--- src/rtl/dp_jtag_master.sv ---
// JTAG scan master: turns one-word scan commands into TCK/TMS/TDI waveforms and
// collects TDO, tracking the remote TAP so it always parks in Run-Test/Idle.
module dp_jtag_master #(
  parameter int DIV     = 2,
  parameter int MAX_LEN = 32
) (
  input  logic               clk,
  input  logic               resetn,
  input  logic               cmd_valid,
  output logic               cmd_ready,
  input  logic [1:0]         cmd_op,
  input  logic [5:0]         cmd_len,
  input  logic [MAX_LEN-1:0] cmd_data,
  output logic               rsp_valid,
  output logic [MAX_LEN-1:0] rsp_data,
  output logic               tck,
  output logic               tms,
  output logic               tdi,
  input  logic               tdo,
  output logic               busy,
  output logic [3:0]         state_out
);
  // Handshake: a command transfers on the clk edge where cmd_valid && cmd_ready;
  // cmd_ready stays low until the rsp_valid cycle, and responses are never stalled.
  localparam int IW = (MAX_LEN > 1) ? $clog2(MAX_LEN) : 1;
  localparam int DW = (DIV > 1) ? $clog2(DIV) : 1;
  localparam logic [1:0] OP_RST = 2'd0, OP_IR = 2'd1, OP_DR = 2'd2;

  typedef enum logic [3:0] {
    TLR = 4'hF, RTI = 4'hC, SDR = 4'h7, CDR = 4'h6, SHD = 4'h2, E1D = 4'h1,
    PDR = 4'h3, E2D = 4'h0, UDR = 4'h5, SIR = 4'h4, CIR = 4'hE, SHI = 4'hA,
    E1I = 4'h9, PIR = 4'hB, E2I = 4'h8, UIR = 4'hD
  } tap_t;

  typedef struct packed {
    logic          tms;
    logic          shift;
    logic [IW-1:0] idx;
  } ctl_t;

  function automatic tap_t tap_next(input tap_t s, input logic t);
    case (s)
      TLR:     tap_next = t ? TLR : RTI;
      RTI:     tap_next = t ? SDR : RTI;
      SDR:     tap_next = t ? SIR : CDR;
      CDR:     tap_next = t ? E1D : SHD;
      SHD:     tap_next = t ? E1D : SHD;
      E1D:     tap_next = t ? UDR : PDR;
      PDR:     tap_next = t ? E2D : PDR;
      E2D:     tap_next = t ? UDR : SHD;
      UDR:     tap_next = t ? SDR : RTI;
      SIR:     tap_next = t ? TLR : CIR;
      CIR:     tap_next = t ? E1I : SHI;
      SHI:     tap_next = t ? E1I : SHI;
      E1I:     tap_next = t ? UIR : PIR;
      PIR:     tap_next = t ? E2I : PIR;
      E2I:     tap_next = t ? UIR : SHI;
      UIR:     tap_next = t ? SDR : RTI;
      default: tap_next = TLR;
    endcase
  endfunction

  // TMS and shift position for tick j; pre inserts a leading TLR->RTI tick.
  function automatic ctl_t tick_ctl(input logic [1:0] op, input logic [6:0] n,
                                    input logic pre, input logic [6:0] j);
    logic [6:0] k;
    logic [6:0] s0;
    tick_ctl = '0;
    k  = j - {6'd0, pre};
    s0 = (op == OP_IR) ? 7'd4 : 7'd3;
    if (!(pre && j == 7'd0)) begin
      case (op)
        OP_RST: tick_ctl.tms = (j < 7'd5);
        OP_IR, OP_DR: begin
          if (k < s0) begin
            tick_ctl.tms = (op == OP_IR) ? (k < 7'd2) : (k == 7'd0);
          end else if (k < s0 + n) begin
            tick_ctl.shift = 1'b1;
            tick_ctl.idx   = IW'(k - s0);
            tick_ctl.tms   = ((k - s0) == (n - 7'd1));
          end else begin
            tick_ctl.tms = (k == s0 + n);
          end
        end
        default: tick_ctl.tms = 1'b0;
      endcase
    end
  endfunction

  function automatic logic [6:0] t_total(input logic [1:0] op, input logic [6:0] n,
                                         input logic pre);
    case (op)
      OP_RST:  t_total = 7'd6;
      OP_IR:   t_total = n + 7'd6 + {6'd0, pre};
      OP_DR:   t_total = n + 7'd5 + {6'd0, pre};
      default: t_total = n + {6'd0, pre};
    endcase
  endfunction

  tap_t               tap;
  logic [1:0]         op_q;
  logic [6:0]         n_q, j_q, total_q;
  logic               pre_q;
  logic [MAX_LEN-1:0] data_q, cap_q, cap_nx;
  logic [DW-1:0]      div_cnt;
  logic [6:0]         len_eff;
  logic               pre_in;
  ctl_t               ctl0, ctl_cur, ctl_nx;

  assign state_out = tap;

  always_comb begin
    len_eff = {1'b0, cmd_len};
    if (cmd_len == 6'd0 || {1'b0, cmd_len} > 7'(MAX_LEN)) len_eff = 7'(MAX_LEN);
    pre_in  = (tap == TLR) && (cmd_op != OP_RST);
    ctl0    = tick_ctl(cmd_op, len_eff, pre_in, 7'd0);
    ctl_cur = tick_ctl(op_q, n_q, pre_q, j_q);
    ctl_nx  = tick_ctl(op_q, n_q, pre_q, j_q + 7'd1);
    cap_nx  = cap_q;
    if (ctl_cur.shift) cap_nx[ctl_cur.idx] = tdo;
  end

  always_ff @(posedge clk or negedge resetn) begin
    if (!resetn) begin
      tck       <= 1'b0;
      tms       <= 1'b1;
      tdi       <= 1'b0;
      cmd_ready <= 1'b0;
      busy      <= 1'b0;
      rsp_valid <= 1'b0;
      rsp_data  <= '0;
      tap       <= TLR;
      op_q      <= 2'd0;
      n_q       <= 7'd0;
      j_q       <= 7'd0;
      total_q   <= 7'd0;
      pre_q     <= 1'b0;
      data_q    <= '0;
      cap_q     <= '0;
      div_cnt   <= '0;
    end else begin
      rsp_valid <= 1'b0;
      if (!busy) begin
        if (cmd_valid && cmd_ready) begin
          busy      <= 1'b1;
          cmd_ready <= 1'b0;
          op_q      <= cmd_op;
          n_q       <= len_eff;
          pre_q     <= pre_in;
          data_q    <= cmd_data;
          total_q   <= t_total(cmd_op, len_eff, pre_in);
          j_q       <= 7'd0;
          div_cnt   <= '0;
          tck       <= 1'b0;
          cap_q     <= '0;
          tms       <= ctl0.tms;
          tdi       <= ctl0.shift ? cmd_data[ctl0.idx] : 1'b0;
        end else begin
          cmd_ready <= 1'b1;
        end
      end else if (div_cnt != DW'(DIV - 1)) begin
        div_cnt <= div_cnt + 1'b1;
      end else begin
        div_cnt <= '0;
        if (!tck) begin
          tck <= 1'b1;
          tap <= tap_next(tap, tms);
        end else begin
          // Falling edge: tdo sampled here, then next tick's tms/tdi launched.
          tck   <= 1'b0;
          cap_q <= cap_nx;
          if (j_q == total_q - 7'd1) begin
            busy      <= 1'b0;
            cmd_ready <= 1'b1;
            rsp_valid <= 1'b1;
            rsp_data  <= cap_nx;
            tdi       <= 1'b0;
          end else begin
            j_q <= j_q + 7'd1;
            tms <= ctl_nx.tms;
            tdi <= ctl_nx.shift ? data_q[ctl_nx.idx] : 1'b0;
          end
        end
      end
    end
  end
endmodule

--- config.mk ---
export PLATFORM = sky130hd
export DESIGN_NAME = dp_jtag_master
export DESIGN_NICKNAME = d
export VERILOG_FILES = /design/src/rtl/dp_jtag_master.sv
export SDC_FILE = /design/constraint.sdc
export NUM_CORES = 1
export LEC_CHECK = 0
export ABC_AREA = 1
export BUFFER_PORTS_ARGS = -buffer_cell sky130_fd_sc_hd__buf_2
export CORE_MARGIN = 2
export CORE_UTILIZATION = 50
export CTS_BUF_LIST = sky130_fd_sc_hd__clkbuf_8
export DETAILED_ROUTE_END_ITERATION = 16
export PLACE_DENSITY = 0.76
export RECOVER_POWER = 50
export SLEW_MARGIN = 25
export SYNTH_ARGS = -nofsm -noshare
export SYNTH_HDL_FRONTEND = slang
export SYNTH_SLANG_ARGS = --single-unit
export TNS_END_PERCENT = 20
--- constraint.sdc ---
create_clock -name clk -period 8.98 [get_ports clk]
set_input_delay 1.796 -clock clk [delete_from_list [all_inputs] [get_ports clk]]
set_output_delay 1.796 -clock clk [all_outputs]
set_load 0.05 [all_outputs]
==> summary.md, run 1 <==
The fraction of registers with async set or reset after synthesis is 1.00, and the synthesized area divided by synthesized cell count is 7.43 µm². Layout cell share with drive strength beyond 1: 0.130. The first-pass GRT wire length was 33900 µm; the net count after synthesis was 1192. The die is 132 µm tall.

The logs give 130 for the total clock sinks and 1496 for the count of fill cells added during filler insertion. After technology mapping, the gate count stands at 1103. For this run, design rule violations remaining after detail routing come to 0. Including well taps, the total number of placed cells is 1375.

At the end of routability-driven placement, the weighted congestion stood at 0.962. After global routing the overflow that remains totals 0. The H-tree was split into 4 levels. The number of max-slew violations in the final report was 155; the die outline width was 132 µm. In this design, the stage delay of the slowest critical-path cell is 840 ps.

Count of buffering cells on the critical path with inverters included: 3. The number of I/O pins was 86. Class of the worst hold path: flop to flop. At the pin with the least slew margin, the transition time is 3190 ps. The post-placement worst setup slack is 4140 ps, and the layout overhead on the synthesized area is 12.5%. The clock reaches the later pin of the worst-skew pair after 470 ps. The logs give 0 for the hold violation count in the final report and 6 for the iteration count of the initial detailed-routing pass. The run gives 0.514 as the effective utilization at floorplan. The flop and latch count out of synthesis was 130.

Worst-case clock skew: 18.7 ps. The dominant delay contributor by cell family on the critical path is adder cells. The routed wire length per instance is 14.2 µm, and the count of flip-flops with a built-in enable after synthesis is 0.

The tools report the final cell count without fillers as 1407. The die covers 0.0174 mm². The worst hold path begins at rsp_data[3]. The tools report the via count of the first global-routing pass as 7014. After clock tree synthesis, the setup repair step added 0 buffers. The reg-to-reg critical path startpoint is op_q[1]. The first routing iteration left 685 violations. The kind of critical path was flop to flop. For this design, the CTS-stage hold fixing added 0 buffers. For this run, the leading register cell type out of synthesis is sky130_fd_sc_hd__dfrtp_1. The critical path data required time came out at 9340 ps. The maximum number of buffers from clock root to sink came out at 2. The kind of start point of the critical path is a flop. The tools report the number of failing setup endpoints in the final timing report as 0. After clock tree synthesis, the clock-pin slew on the worst setup and hold paths is 80 ps. The floorplan has 46 rows. The critical path goes through inv_1 -> ha_1 -> inv_1 -> ha_1 -> fa_1 -> a21oi_1 -> nor2_1 -> xor2_1 -> ha_1 -> a21oi_1 -> o21a_1 -> nand3_1 -> a21oi_1 -> nand3_1 -> inv_1 -> nand3_1 -> nand3_1 -> nand3_1 -> nand3_1 -> nand2_1 -> nand2_1 -> nand2_1. The tools report the core region area as 0.0159 mm². Counting I/O delays and the setup requirement, the final critical path takes 4930 ps.

Counting stages on the worst path, the most repeated cell is sky130_fd_sc_hd__nand3_1. Of all nets on the critical path, the largest fanout is 13. Based on the critical path, the design can be clocked at up to 203 MHz. The tools report the initial antenna violation count as 0. Setup repair after global routing left no endpoint under its margin. Largest net degree at the start of global routing: 72. For the final setup TNS, the log shows 0 ps.

The post-route fraction of the period consumed by the critical path was 0.549; the netlist area before placement was 0.00820 mm². The area share of the leading cell type in the synthesized netlist is 0.382, and the net total in the final layout is 1267. Total of cells resized after clock tree synthesis: 0.

The logs give 0.398 for the fraction of the yosys area taken by sequential cells and 14300 µm for the placed wire-length estimate. The minimum setup slack in the final design is 4050 ps, and the routed via count is 7521. The count of antenna-violating nets left after detailed routing is 0, and the count of max-cap constraint violations is 3. The overall track demand over capacity in global routing came out at 0.237. Clock tree synthesis inserted a total of 17 buffers. At the worst endpoint, the arrival time is 5280 ps.

The worst setup path is captured at a flop. The tree is rooted in a sky130_fd_sc_hd__clkbuf_8. The Yosys warning count is 0.

The final reports fail on capacitance limit, slew limit. The worst hold slack after final layout was 478 ps; the routed via count divided by cell count was 5.35. Sorting the synthesized cells by area gives the leading types as sky130_fd_sc_hd__dfrtp_1, sky130_fd_sc_hd__nand2_1, sky130_fd_sc_hd__nand3_1, sky130_fd_sc_hd__ha_1, sky130_fd_sc_hd__inv_1. TritonCTS built the clock tree.

Launching element of the worst setup path: op_q[1]. Wires add up to 20000 µm. Count of buffers from port buffering: 85.

The relative max-transition margin is -1.13, and the diode insertion count for antenna repair is 0. The flow ran to the end, but the final reports show violations. For this design, the slowest cell found on the critical path is sky130_fd_sc_hd__a21oi_1. Counting distinct cell types in the post-synthesis netlist gives 46. sky130_fd_sc_hd__dfrtp_1 takes more of the synthesized area than any other cell.
cell usage after synthesis, types with 2 or more instances:
library cell               count
sky130_fd_sc_hd__ha_1         42
sky130_fd_sc_hd__nor3_2        2
sky130_fd_sc_hd__xor2_1       26
sky130_fd_sc_hd__nand4_1      38
sky130_fd_sc_hd__or2_1         8
sky130_fd_sc_hd__nor2_4        5
sky130_fd_sc_hd__dfstp_2       5
sky130_fd_sc_hd__clkbuf_1     27
sky130_fd_sc_hd__o22ai_1       4
sky130_fd_sc_hd__nor3_1       15
sky130_fd_sc_hd__buf_4         2
sky130_fd_sc_hd__a21boi_0      2
sky130_fd_sc_hd__inv_1        89
sky130_fd_sc_hd__o31ai_1       2
sky130_fd_sc_hd__o21ai_1       4
sky130_fd_sc_hd__or2_2         2
sky130_fd_sc_hd__buf_2         4
sky130_fd_sc_hd__inv_2        11
sky130_fd_sc_hd__xnor2_1       9
sky130_fd_sc_hd__nand3_2       4
sky130_fd_sc_hd__o21bai_1     21
sky130_fd_sc_hd__nand2_2       2
sky130_fd_sc_hd__nor2_2        2
sky130_fd_sc_hd__nor3_4        2
sky130_fd_sc_hd__nand3_1     124
sky130_fd_sc_hd__a211oi_1      2
sky130_fd_sc_hd__fa_1          3
sky130_fd_sc_hd__a31oi_1       4
sky130_fd_sc_hd__nor2_1       67
sky130_fd_sc_hd__o21ai_0      45
sky130_fd_sc_hd__nand2_1     367
sky130_fd_sc_hd__a21oi_1      25
sky130_fd_sc_hd__dfrtp_1     125
registers in the layout, summed over array words and instances, names as in the netlist, 2 cells and up:
signal and flops:
cap_q 32, data_q 32, j_q 7, n_q 6
op_q 2, rsp_data 32, state_out 4, total_q 7
through the flow:
step	instance area, µm²	util
after global placement	8810	0.553
after detailed placement	8810	0.553
after floorplan	8200	-
after global routing	9230	0.579
after CTS	9240	0.580
final	9230	0.579
area by class of cell:
cell class | instances | area [µm²] | area share
well taps | 216 | 270 | 0.0293
clock inverters | 12 | 155 | 0.0168
repair buffers | 90 | 449 | 0.0487
multi-input cells | 838 | 4440 | 0.481
clock buffers | 20 | 275 | 0.0298
flip-flops and latches | 130 | 3260 | 0.353
inverters | 101 | 379 | 0.0411
worst min-delay path, stage by stage, from the launching register on:
cell,delay (ps)
sky130_fd_sc_hd__dfrtp_1,340
sky130_fd_sc_hd__nand2_1,50
sky130_fd_sc_hd__nand2_1,50
worst paths after layout:
check | to | slack [ps] | cells past startpoint
setup / recovery | tdi | 4050 | 22
hold reg to reg | rsp_data[3] | 480 | 2
setup reg to reg | tdi | 4050 | 22
min in group asynchronous | rsp_data[29] | 2390 | 1
hold / removal | rsp_data[3] | 480 | 2
max in group asynchronous | data_q[31] | 4380 | 2
logic make-up (layout without fill, tap and decap cells):
logic type	Yosys count	in the layout	share of synthesized area
compound gates	115	115	0.0823
xor+xnor	36	36	0.0394
fa+ha+maj	45	45	0.0714
buf+inv	135	223	0.0633
flops	130	130	0.398
simple gates	642	642	0.346
cells in the final DEF (no fill, tap or decap), types with 5 or more instances in the layout:
| cell type | n |
|---|---|
| sky130_fd_sc_hd__nor2_1 | 65 |
| sky130_fd_sc_hd__inv_2 | 11 |
| sky130_fd_sc_hd__nand2_1 | 366 |
| sky130_fd_sc_hd__or2_1 | 8 |
| sky130_fd_sc_hd__clkbuf_8 | 20 |
| sky130_fd_sc_hd__clkbuf_1 | 7 |
| sky130_fd_sc_hd__dfstp_2 | 5 |
| sky130_fd_sc_hd__dfrtp_1 | 125 |
| sky130_fd_sc_hd__inv_1 | 90 |
| sky130_fd_sc_hd__nor3_1 | 15 |
| sky130_fd_sc_hd__xnor2_1 | 9 |
| sky130_fd_sc_hd__a21oi_1 | 25 |
| sky130_fd_sc_hd__nand4_1 | 38 |
| sky130_fd_sc_hd__xor2_1 | 26 |
| sky130_fd_sc_hd__nand3_1 | 124 |
| sky130_fd_sc_hd__ha_1 | 42 |
| sky130_fd_sc_hd__nor2_4 | 6 |
| sky130_fd_sc_hd__o21ai_0 | 45 |
| sky130_fd_sc_hd__o21bai_1 | 21 |
| sky130_fd_sc_hd__buf_2 | 80 |
routing by layer:
metal	routed length, µm	share of wire	track usage
met5	0	0	0
met3	1030	0.052	0.0488
met1	9210	0.46	0.322
met4	474	0.024	0.0870
met2	9270	0.46	0.376
Power of run 1 is left out: the tool's default activity adds up to more than one toggle a clock period on the data nets, which glitch-free logic cannot reach.
==> run 2: changes to the inputs <==
--- a/config.mk
+++ b/config.mk
@@ -5,7 +5,7 @@
 export SDC_FILE = /design/constraint.sdc
 export NUM_CORES = 1
 export LEC_CHECK = 0
-export ABC_AREA = 1
+export ABC_AREA = 0
 export BUFFER_PORTS_ARGS = -buffer_cell sky130_fd_sc_hd__buf_2
 export CORE_MARGIN = 2
 export CORE_UTILIZATION = 50
==> constraint.sdc (replaced) <==
create_clock -name clk -period 5.1 [get_ports clk]
set_input_delay 1.02 -clock clk [delete_from_list [all_inputs] [get_ports clk]]
set_output_delay 1.02 -clock clk [all_outputs]
set_load 0.05 [all_outputs]
==> run 2 against run 1 <==
The run still ends with capacitance limit, slew limit left. Worst setup slack got worse by 3200 ps. Non-clock buffer count increased by 5. Routed wire length decreased by 1.7%. Utilization decreased by 1.5 points. Synthesized area increased by 1.2%. Final cell count decreased by 14%.
==> summary.md, run 2 <==
The met3 track demand over resource in global routing was 0.0533 (+0.00443); the overall die area was 0.0176 mm² (+1.1%). Post-placement worst setup slack: 865 ps (-3270 ps). The total of cells resized after clock tree synthesis is 0 (unchanged). Dividing total power by cell area gives a power density of 700 mW/mm².

In this run the most critical hold path is launched from rsp_data[16]. The longest individual stage delay on the worst path is 440 ps (-400 ps), and the count of antenna-violating nets left after detailed routing is 0 (unchanged). The count of buffers from port buffering is 85 (unchanged), and the count of buffering cells on the critical path with inverters included is 2 (-1).

The flop and latch count out of synthesis was 130 (unchanged); the final setup TNS was 0 ps (unchanged). Global-route met1 utilization: 0.302 (-0.0200). The run finished, with violations left. The routed wire length per instance works out to 16.2 µm (+14%). The most common cell type on the critical path was sky130_fd_sc_hd__ha_1.

For the count of fill cells added during filler insertion, the log shows 1490 (-0.40%). The checks that failed: capacitance limit, slew limit. The global routing's busiest layer was met2.

Critical path data required time: 5440 ps (-3900 ps). The kind of start point of the critical path was a flop. The worst-margin pin slew was 2150 ps (-1040 ps). The category of the worst setup path capture point is a flop.

In this run the static leakage power is 4.14 nW. The number of max-slew violations in the final report came out at 141 (-9.0%). The most common cell in the synthesized netlist was sky130_fd_sc_hd__o21ai_0. The maximum number of buffers from clock root to sink came out at 2 (unchanged).

The weighted congestion reported at the end of routability-driven placement is 0.888 (-7.7%), and the effective utilization at floorplan is 0.505 (-0.00875). The most critical setup path has its startpoint at op_q[1]. The total clock sinks is 130 (unchanged). The count of flip-flops with a built-in enable after synthesis came out at 0 (unchanged). The die outline width came out at 133 µm (+0.56%).

The commonest cells after synthesis are sky130_fd_sc_hd__o21ai_0, sky130_fd_sc_hd__dfrtp_1, sky130_fd_sc_hd__nand2_1, sky130_fd_sc_hd__a21oi_1, sky130_fd_sc_hd__nor2_1. The number of CTS-inserted buffers is 17 (unchanged), and the netlist area before placement is 0.00829 mm² (+1.2%). The run gives 0.522 mV as the largest vdd supply drop.

The logs give 634 (-7.4%) for the number of design-rule violations left by the first detailed-router iteration and 0 (unchanged) for the diode insertion count for antenna repair. The run gives 0 (unchanged) as the number of failing setup endpoints in the final timing report. For the worst setup slack for register-to-register paths, the log shows 840 ps (-3210 ps).

The tools report the net total in the final layout as 1073 (-15%). TritonCTS built the clock tree. The placed wire-length estimate came out at 14000 µm (-2.0%). Synthesized area divided by synthesized cell count: 8.97 µm² (+21%). The logs give 0.393 (-0.00456) for the fraction of the yosys area taken by sequential cells and 0 (unchanged) for the number of setup buffers added after CTS.

The hold violation count in the final report was 0 (unchanged); the global-route congestion overflow total was 0 (unchanged). Dominant delay contributor by cell family on the critical path: adder cells. Post-layout minimum cycle time: 4260 ps (-669 ps). The tools report the buffer type at the clock tree root as sky130_fd_sc_hd__clkbuf_8.

The maximum frequency from static timing analysis was 235 MHz (+16%); the clock transition time at the flip-flop clock pins of the worst setup and hold paths was 80 ps (about the same). The logs give 2 (-1) for the count of max-cap constraint violations and 6934 (-7.8%) for the routed via count. The net count after synthesis is 1013 (-15%).

Die boundary height: 133 µm (+0.56%). The area share of the leading cell type in the synthesized netlist was 0.377 (-0.00438); the cell count after synthesis was 924 (-16%). Summed over all instances, the cell type with the most area after synthesis is sky130_fd_sc_hd__dfrtp_1. The routed via count divided by cell count was 5.70 (+6.7%). The maximum fanout along the worst path is 11 (-2), and the first-pass GRT wire length is 32700 µm (-3.6%). From synthesis to final layout, the design area changed by 11.5%. Setup repair after global routing left no endpoint under its margin. The class of the worst hold path is flop to flop. The fraction of registers with async set or reset after synthesis came out at 1.00 (unchanged). Kind of critical path: flop to flop. The library cells used most frequently in the layout, excluding fill and tap cells, are sky130_fd_sc_hd__o21ai_0, sky130_fd_sc_hd__dfrtp_1, sky130_fd_sc_hd__nand2_1. The relative max-transition margin was -0.436 (+0.692). The met2 layer usage reported by global route came out at 0.381 (+0.00467).

The minimum setup slack in the final design is 841 ps (-3210 ps). On the critical path, the stage with the largest delay is an instance of sky130_fd_sc_hd__nand4_1. The logs give 475 ps (-2.16 ps) for the worst hold slack after final layout and 88 (+22%) for the largest net degree at the start of global routing.

The total of hold buffers inserted after clock tree synthesis is 0 (unchanged). The logs give 4 (unchanged) for the total number of H-tree levels and 12.0 ps (-6.77 ps) for the worst-case clock skew. Number of I/O pins: 86 (unchanged). The tools report the overall track demand over capacity in global routing as 0.230 (-0.00667). The leading register cell type out of synthesis is sky130_fd_sc_hd__dfrtp_1. The logs give 450 ps (-20 ps) for the clock network latency to the later pin of the worst-skew pair and 4600 ps (-680 ps) for the critical path data arrival time. The reg-to-reg critical path startpoint is op_q[1]. Walking the worst path, the cells encountered are inv_1 -> ha_1 -> inv_1 -> ha_1 -> fa_1 -> a21o_1 -> nand2_1 -> xor2_1 -> ha_1 -> o21a_1 -> o221ai_1 -> nand4_1 -> o21ai_0 -> o21ai_0 -> mux2_2. The tools report the via count of the first global-routing pass as 6625 (-5.5%).

The number of cell rows was 47 (+2.2%). Utilization after layout: 0.563 (-0.0154). The run gives 0 (unchanged) as the Yosys warning count. In the final layout, the registers with the most flip-flops are cap_q: 32 flops, data_q: 32 flops, rsp_data: 32 flops. The layout cell share with drive strength beyond 1 is 0.188 (+0.0576). Number of unique standard cell types used by synthesis: 72 (+57%).

By area the synthesized netlist is led by sky130_fd_sc_hd__dfrtp_1, sky130_fd_sc_hd__o21ai_0, sky130_fd_sc_hd__ha_1, sky130_fd_sc_hd__nand2_1, sky130_fd_sc_hd__a21oi_1. The run gives 19700 µm (-1.7%) as the final wirelength. For the DRC violation count after routing, the log shows 0 (unchanged). Leaving out fill and tap cells, the most frequent cell in the layout is sky130_fd_sc_hd__o21ai_0. The post-route fraction of the period consumed by the critical path was 0.835 (+0.286); the iteration count of the initial detailed-routing pass was 9 (+3).

The initial antenna violation count is 0 (unchanged). The core region area was 0.0164 mm² (+2.9%).
[run 2: cell count changes after synthesis, moves of 24 or more]
| cell | before | now |
|---|---|---|
| sky130_fd_sc_hd__inv_1 | 89 | 37 |
| sky130_fd_sc_hd__o21ai_0 | 45 | 133 |
| sky130_fd_sc_hd__nand3_1 | 124 | 17 |
| sky130_fd_sc_hd__a21oi_1 | 25 | 81 |
| sky130_fd_sc_hd__nand2_1 | 367 | 110 |
| sky130_fd_sc_hd__nand4_1 | 38 | 14 |
| sky130_fd_sc_hd__mux2_2 | 0 | 36 |
[run 2: metrics by stage]
stage          instance area (µm²)  cells  power, W
5_1_grt                       9240   1216   0.00697
6_report                      9240   1216   0.00647
2_1_floorplan                 8290    924   0.00465
3_3_place_gp                  8860   1185   0.00546
4_1_cts                       9260   1216   0.00645
3_5_place_dp                  8860   1185   0.00555
[run 2: worst paths after layout]
kind / end / cells past startpoint
worst max-delay path: rsp_data[24] / 15
worst min-delay path: rsp_data[16] / 2
worst max register to register: rsp_data[24] / 15
worst min register to register: rsp_data[16] / 2
max in group asynchronous: op_q[0] / 2
min in group asynchronous: cap_q[22] / 1
[run 2: worst min-delay path: stages (launching register included)]
cell and delay, ps:
sky130_fd_sc_hd__dfrtp_1 340, sky130_fd_sc_hd__nand2_1 40, sky130_fd_sc_hd__o21ai_0 60
[run 2: layout make-up]
cell class | instances | area (µm²) | share of cell area
Clock inverter | 10 | 110 | 0.0119
Clock buffer | 21 | 289 | 0.0313
Sequential cell | 130 | 3260 | 0.353
Timing Repair Buffer | 95 | 487 | 0.0527
Inverter | 38 | 143 | 0.0154
Multi-Input combinational cell | 702 | 4680 | 0.506
Tap cell | 220 | 275 | 0.0298
[run 2: metal layers]
metal | vias to the layer above | part of all wire
met2 | 216 | 0.47
met1 | 3293 | 0.46
li1 | 3394 | -
met4 | 0 | 0.018
met5 | - | 0
met3 | 31 | 0.052
[run 2: kinds of logic after synthesis]
| group | share of synthesized area |
|---|---|
| adder cells (fa/ha/maj) | 0.0706 |
| AND/OR/NAND/NOR | 0.164 |
| buffers and inverters | 0.0453 |
| AO/OA/AOI/OAI | 0.190 |
| multiplexers | 0.0715 |
| XOR/XNOR | 0.0653 |
| flip-flops | 0.393 |
[run 2: where the power goes]
group          internal, W  switching [W]  total, W
clock             0.000479       0.000397  0.000877
combinational      0.00160        0.00235   0.00396
sequential         0.00131       0.000324   0.00163
total              0.00339        0.00307   0.00647
(Power assumes the default switching activity.)
==> run 3: changes to the inputs <==
--- a/config.mk
+++ b/config.mk
@@ -11,7 +11,7 @@
 export CORE_UTILIZATION = 50
 export CTS_BUF_LIST = sky130_fd_sc_hd__clkbuf_8
 export DETAILED_ROUTE_END_ITERATION = 16
-export PLACE_DENSITY = 0.76
+export PLACE_DENSITY = 0.79
 export RECOVER_POWER = 50
 export SLEW_MARGIN = 25
 export SYNTH_ARGS = -nofsm -noshare
==> constraint.sdc (replaced) <==
create_clock -name clk -period 3.7 [get_ports clk]
set_input_delay 0.74 -clock clk [delete_from_list [all_inputs] [get_ports clk]]
set_output_delay 0.74 -clock clk [all_outputs]
set_load 0.05 [all_outputs]
==> run 3 against run 2 <==
The flow still finishes with violations (capacitance limit, slew limit). Sequential power is 35% higher. Register-to-register slack worse by 760 ps. Combinational power is 58% higher. Critical endpoint is now cap_q[28]. Largest cell class unchanged. First-iteration DRC count is 15% lower. Highest routed layer unchanged.
==> summary.md, run 3 (synthesized netlist as in run 2, its figures left out) <==
The logs give 0.0164 mm² (unchanged) for the core region area and 460 ps (about the same) for the clock network latency to the later pin of the worst-skew pair. The final reports fail on capacitance limit, slew limit. The post-layout minimum cycle time works out to 3620 ps (-639 ps).

The logs give 6890 (+4.0%) for the via count of the first global-routing pass and 17 (unchanged) for the number of CTS-inserted buffers. Post-placement worst setup slack: -115 ps (-980 ps). The global routing's busiest layer was met2.

The final setup TNS was 0 ps (unchanged); the clock group share of total power was 0.134 (-0.002). The minimum setup slack in the final design is 80.5 ps (-761 ps), and the multi-input combinational cell area is 0.00487 mm² (+4.1%). For the met2 layer usage reported by global route, the log shows 0.390 (+0.00864). The run gives 3900 ps (-700 ps) as the critical path data arrival time. The worst-case clock skew is 13.6 ps (+1.64 ps), and the clock transition time at the flip-flop clock pins of the worst setup and hold paths is 70 ps (about the same).

For the placed cell area, the log shows 0.00916 mm² (+3.3%). The final design area excluding fillers was 0.00977 mm² (+5.7%); the hold violation count in the final report was 0 (unchanged). For the utilization after layout, the log shows 0.596 (+0.0323). The longest individual stage delay on the worst path came out at 420 ps (-20 ps). Maximum number of buffers from clock root to sink: 2 (unchanged). STA classifies the critical path endpoint as a flop. The power density over the cells is 998 mW/mm² (+43%), and the met3 track demand over resource in global routing is 0.0594 (+0.00613).

The largest individual stage delay along the critical path comes from the cell sky130_fd_sc_hd__nor4_4. The post-route fraction of the period consumed by the critical path was 0.978 (+0.143); the die boundary height was 133 µm (unchanged). The run gives 0 (unchanged) as the global-route congestion overflow total. The relative max-transition margin is -0.344 (+0.0914), and the sequential cell area is 0.00326 mm² (about the same).

The signal on the critical path passes through inv_2 -> ha_4 -> inv_2 -> buf_12 -> ha_1 -> a21o_1 -> a21oi_2 -> xor2_1 -> ha_1 -> or3_4 -> o221a_4 -> nor4_4 -> clkbuf_16 -> a21oi_1 -> o21ai_0 -> o21ai_0. The run gives 47 (unchanged) as the number of cell rows. The largest registers in the layout are cap_q: 32 flops, data_q: 32 flops, rsp_data: 32 flops. The logs give 34100 µm (+4.3%) for the first-pass GRT wire length and 0.00520 W (+53%) for the internal cell power. The routed wire length per instance came out at 16.4 µm (+1.2%). The maximum frequency from static timing analysis was 276 MHz (+18%). For the placed wire-length estimate, the log shows 14400 µm (+2.9%).

Setup repair after global routing could not meet its margin everywhere. The tools report the routed via count as 7180 (+3.5%). The buffer type at the clock tree root was sky130_fd_sc_hd__clkbuf_8. The library cell used most frequently in the layout, excluding fill and tap cells, is sky130_fd_sc_hd__o21ai_0.

The largest vdd supply drop was 0.836 mV (+60%). The worst-margin pin slew was 2020 ps (-137 ps). The worst hold path cell count was 2 (unchanged).

TritonCTS built the clock tree. Class of the worst hold path: flop to flop. The number of I/O pins was 86 (unchanged); the fraction of power consumed by combinational cells was 0.641 (+0.029).

The cell count of the worst reg-to-reg path came out at 16 (+1). The logs give 0 (unchanged) for the count of antenna-violating nets left after detailed routing and 1 (-1) for the count of max-cap constraint violations. The total number of H-tree levels came out at 4 (unchanged). The library cells used most frequently in the layout, excluding fill and tap cells, are sky130_fd_sc_hd__o21ai_0, sky130_fd_sc_hd__dfrtp_1, sky130_fd_sc_hd__nand2_1. The count of fill cells added during filler insertion was 1415 (-5.0%); the final wirelength was 20400 µm (+3.9%). The routed via count divided by cell count is 5.75 (+0.81%), and the switching portion of total power is 0.467 (-0.00842). The part of the power in registers is 0.225 (-0.028), and the leakage power of the design is 4.33 nW (+4.7%).

The worst setup path is launched from a flop. The diode insertion count for antenna repair is 0 (unchanged), and the overall die area is 0.0176 mm² (unchanged). The tools report the net switching power of the design as 0.00456 W (+48%). Worst hold slack after final layout: 477 ps (+1.13 ps). The number of max-slew violations in the final report is 83 (-41%), and the global-route met1 utilization is 0.312 (+0.0103).

The count of buffers from port buffering came out at 85 (unchanged). The logs give 0.505 (unchanged) for the effective utilization at floorplan and 1107 (+3.2%) for the net total in the final layout. The total clock sinks was 130 (unchanged); the weighted congestion reported at the end of routability-driven placement was 0.915 (+3.1%).

For the initial antenna violation count, the log shows 0 (unchanged). The critical path data required time is 3990 ps (-1450 ps). The number of failing setup endpoints in the final timing report came out at 0 (unchanged).

Kind of critical path: flop to flop. The run finished, with violations left. The die outline width is 133 µm (unchanged), and the layout overhead on the synthesized area is 17.8%. The run gives 80 ps (-760 ps) as the worst setup slack for register-to-register paths. The largest net degree at the start of global routing was 83 (-5.7%); the number of design-rule violations left by the first detailed-router iteration was 538 (-15%). The maximum fanout along the worst path is 7 (-4). The layout cell share with drive strength beyond 1 was 0.236 (+0.0484); the overall track demand over capacity in global routing was 0.239 (+0.00858). The tools report the iteration count of the initial detailed-routing pass as 5 (-4). The DRC violation count after routing was 0 (unchanged).
run 3: cell count changes in the layout (fill, tap and decap cells not counted), moves of 4 or more:
cell / change
sky130_fd_sc_hd__nor4_4: +4
sky130_fd_sc_hd__buf_4: +29
sky130_fd_sc_hd__inv_2: +4
sky130_fd_sc_hd__ha_4: +5
sky130_fd_sc_hd__ha_1: -7
sky130_fd_sc_hd__buf_2: -4
sky130_fd_sc_hd__buf_12: +4
sky130_fd_sc_hd__o21ai_0: -4
sky130_fd_sc_hd__nor4_2: -4
sky130_fd_sc_hd__inv_1: -5
sky130_fd_sc_hd__o21ai_1: +4
sky130_fd_sc_hd__clkbuf_1: +4
run 3: critical path, delay by kind of cell, from the launching register on:
| kind | cells | cell delay [ps] |
|---|---|---|
| compound gates | 6 | 970 |
| xor+xnor | 1 | 150 |
| fa+ha+maj | 3 | 620 |
| buf+inv | 4 | 500 |
| flops | 1 | 400 |
| simple gates | 2 | 820 |
run 3: repair_timing:
| action | in CTS | in global routing |
|---|---|---|
| setup buffers | 5 | 5 |
| endpoints found under the setup margin | 1 | 66 |
| hold buffers | 0 | 0 |
| gates resized for setup | 3 | 30 |
| gates cloned | 0 | 1 |
| pin swaps | 3 | 16 |
run 3: power groups by stage:
| stage | sequential (W) | combinational [W] | clock [W] |
|---|---|---|---|
| floorplan | 0.00221 | 0.00434 | 0 |
| global placement | 0.00217 | 0.00572 | 0 |
| detailed placement | 0.00220 | 0.00586 | 0 |
| CTS | 0.00218 | 0.00598 | 0.00132 |
| global route | 0.00225 | 0.00686 | 0.00139 |
| finish | 0.00220 | 0.00625 | 0.00130 |
run 3: stage by stage:
| step | total power (W) | std cells |
|---|---|---|
| after CTS | 0.00948 | 1243 |
| after global routing | 0.0105 | 1249 |
| after detailed placement | 0.00806 | 1208 |
| final | 0.00975 | 1249 |
| after global placement | 0.00790 | 1208 |
| after floorplan | 0.00654 | 924 |
run 3: final timing paths:
check                               end         start
max                           cap_q[28]       op_q[1]
max reg2reg                   cap_q[28]       op_q[1]
max in group asynchronous    data_q[22]        resetn
min                        rsp_data[22]  rsp_data[22]
min reg2reg                rsp_data[22]  rsp_data[22]
min in group asynchronous  rsp_data[22]        resetn
run 3: metal layers:
metal,vias to the layer above,wire (µm)
li1,3459,-
met1,3434,8960
met2,244,9780
met3,43,1210
met4,0,478
met5,-,0
run 3: layout make-up:
type,instances,share of cell area
clock buffers,18,0.0254
multi-input cells,702,0.498
flip-flops and latches,130,0.334
repair buffers,129,0.0823
clock inverters,12,0.0172
well taps,220,0.0282
inverters,38,0.0149
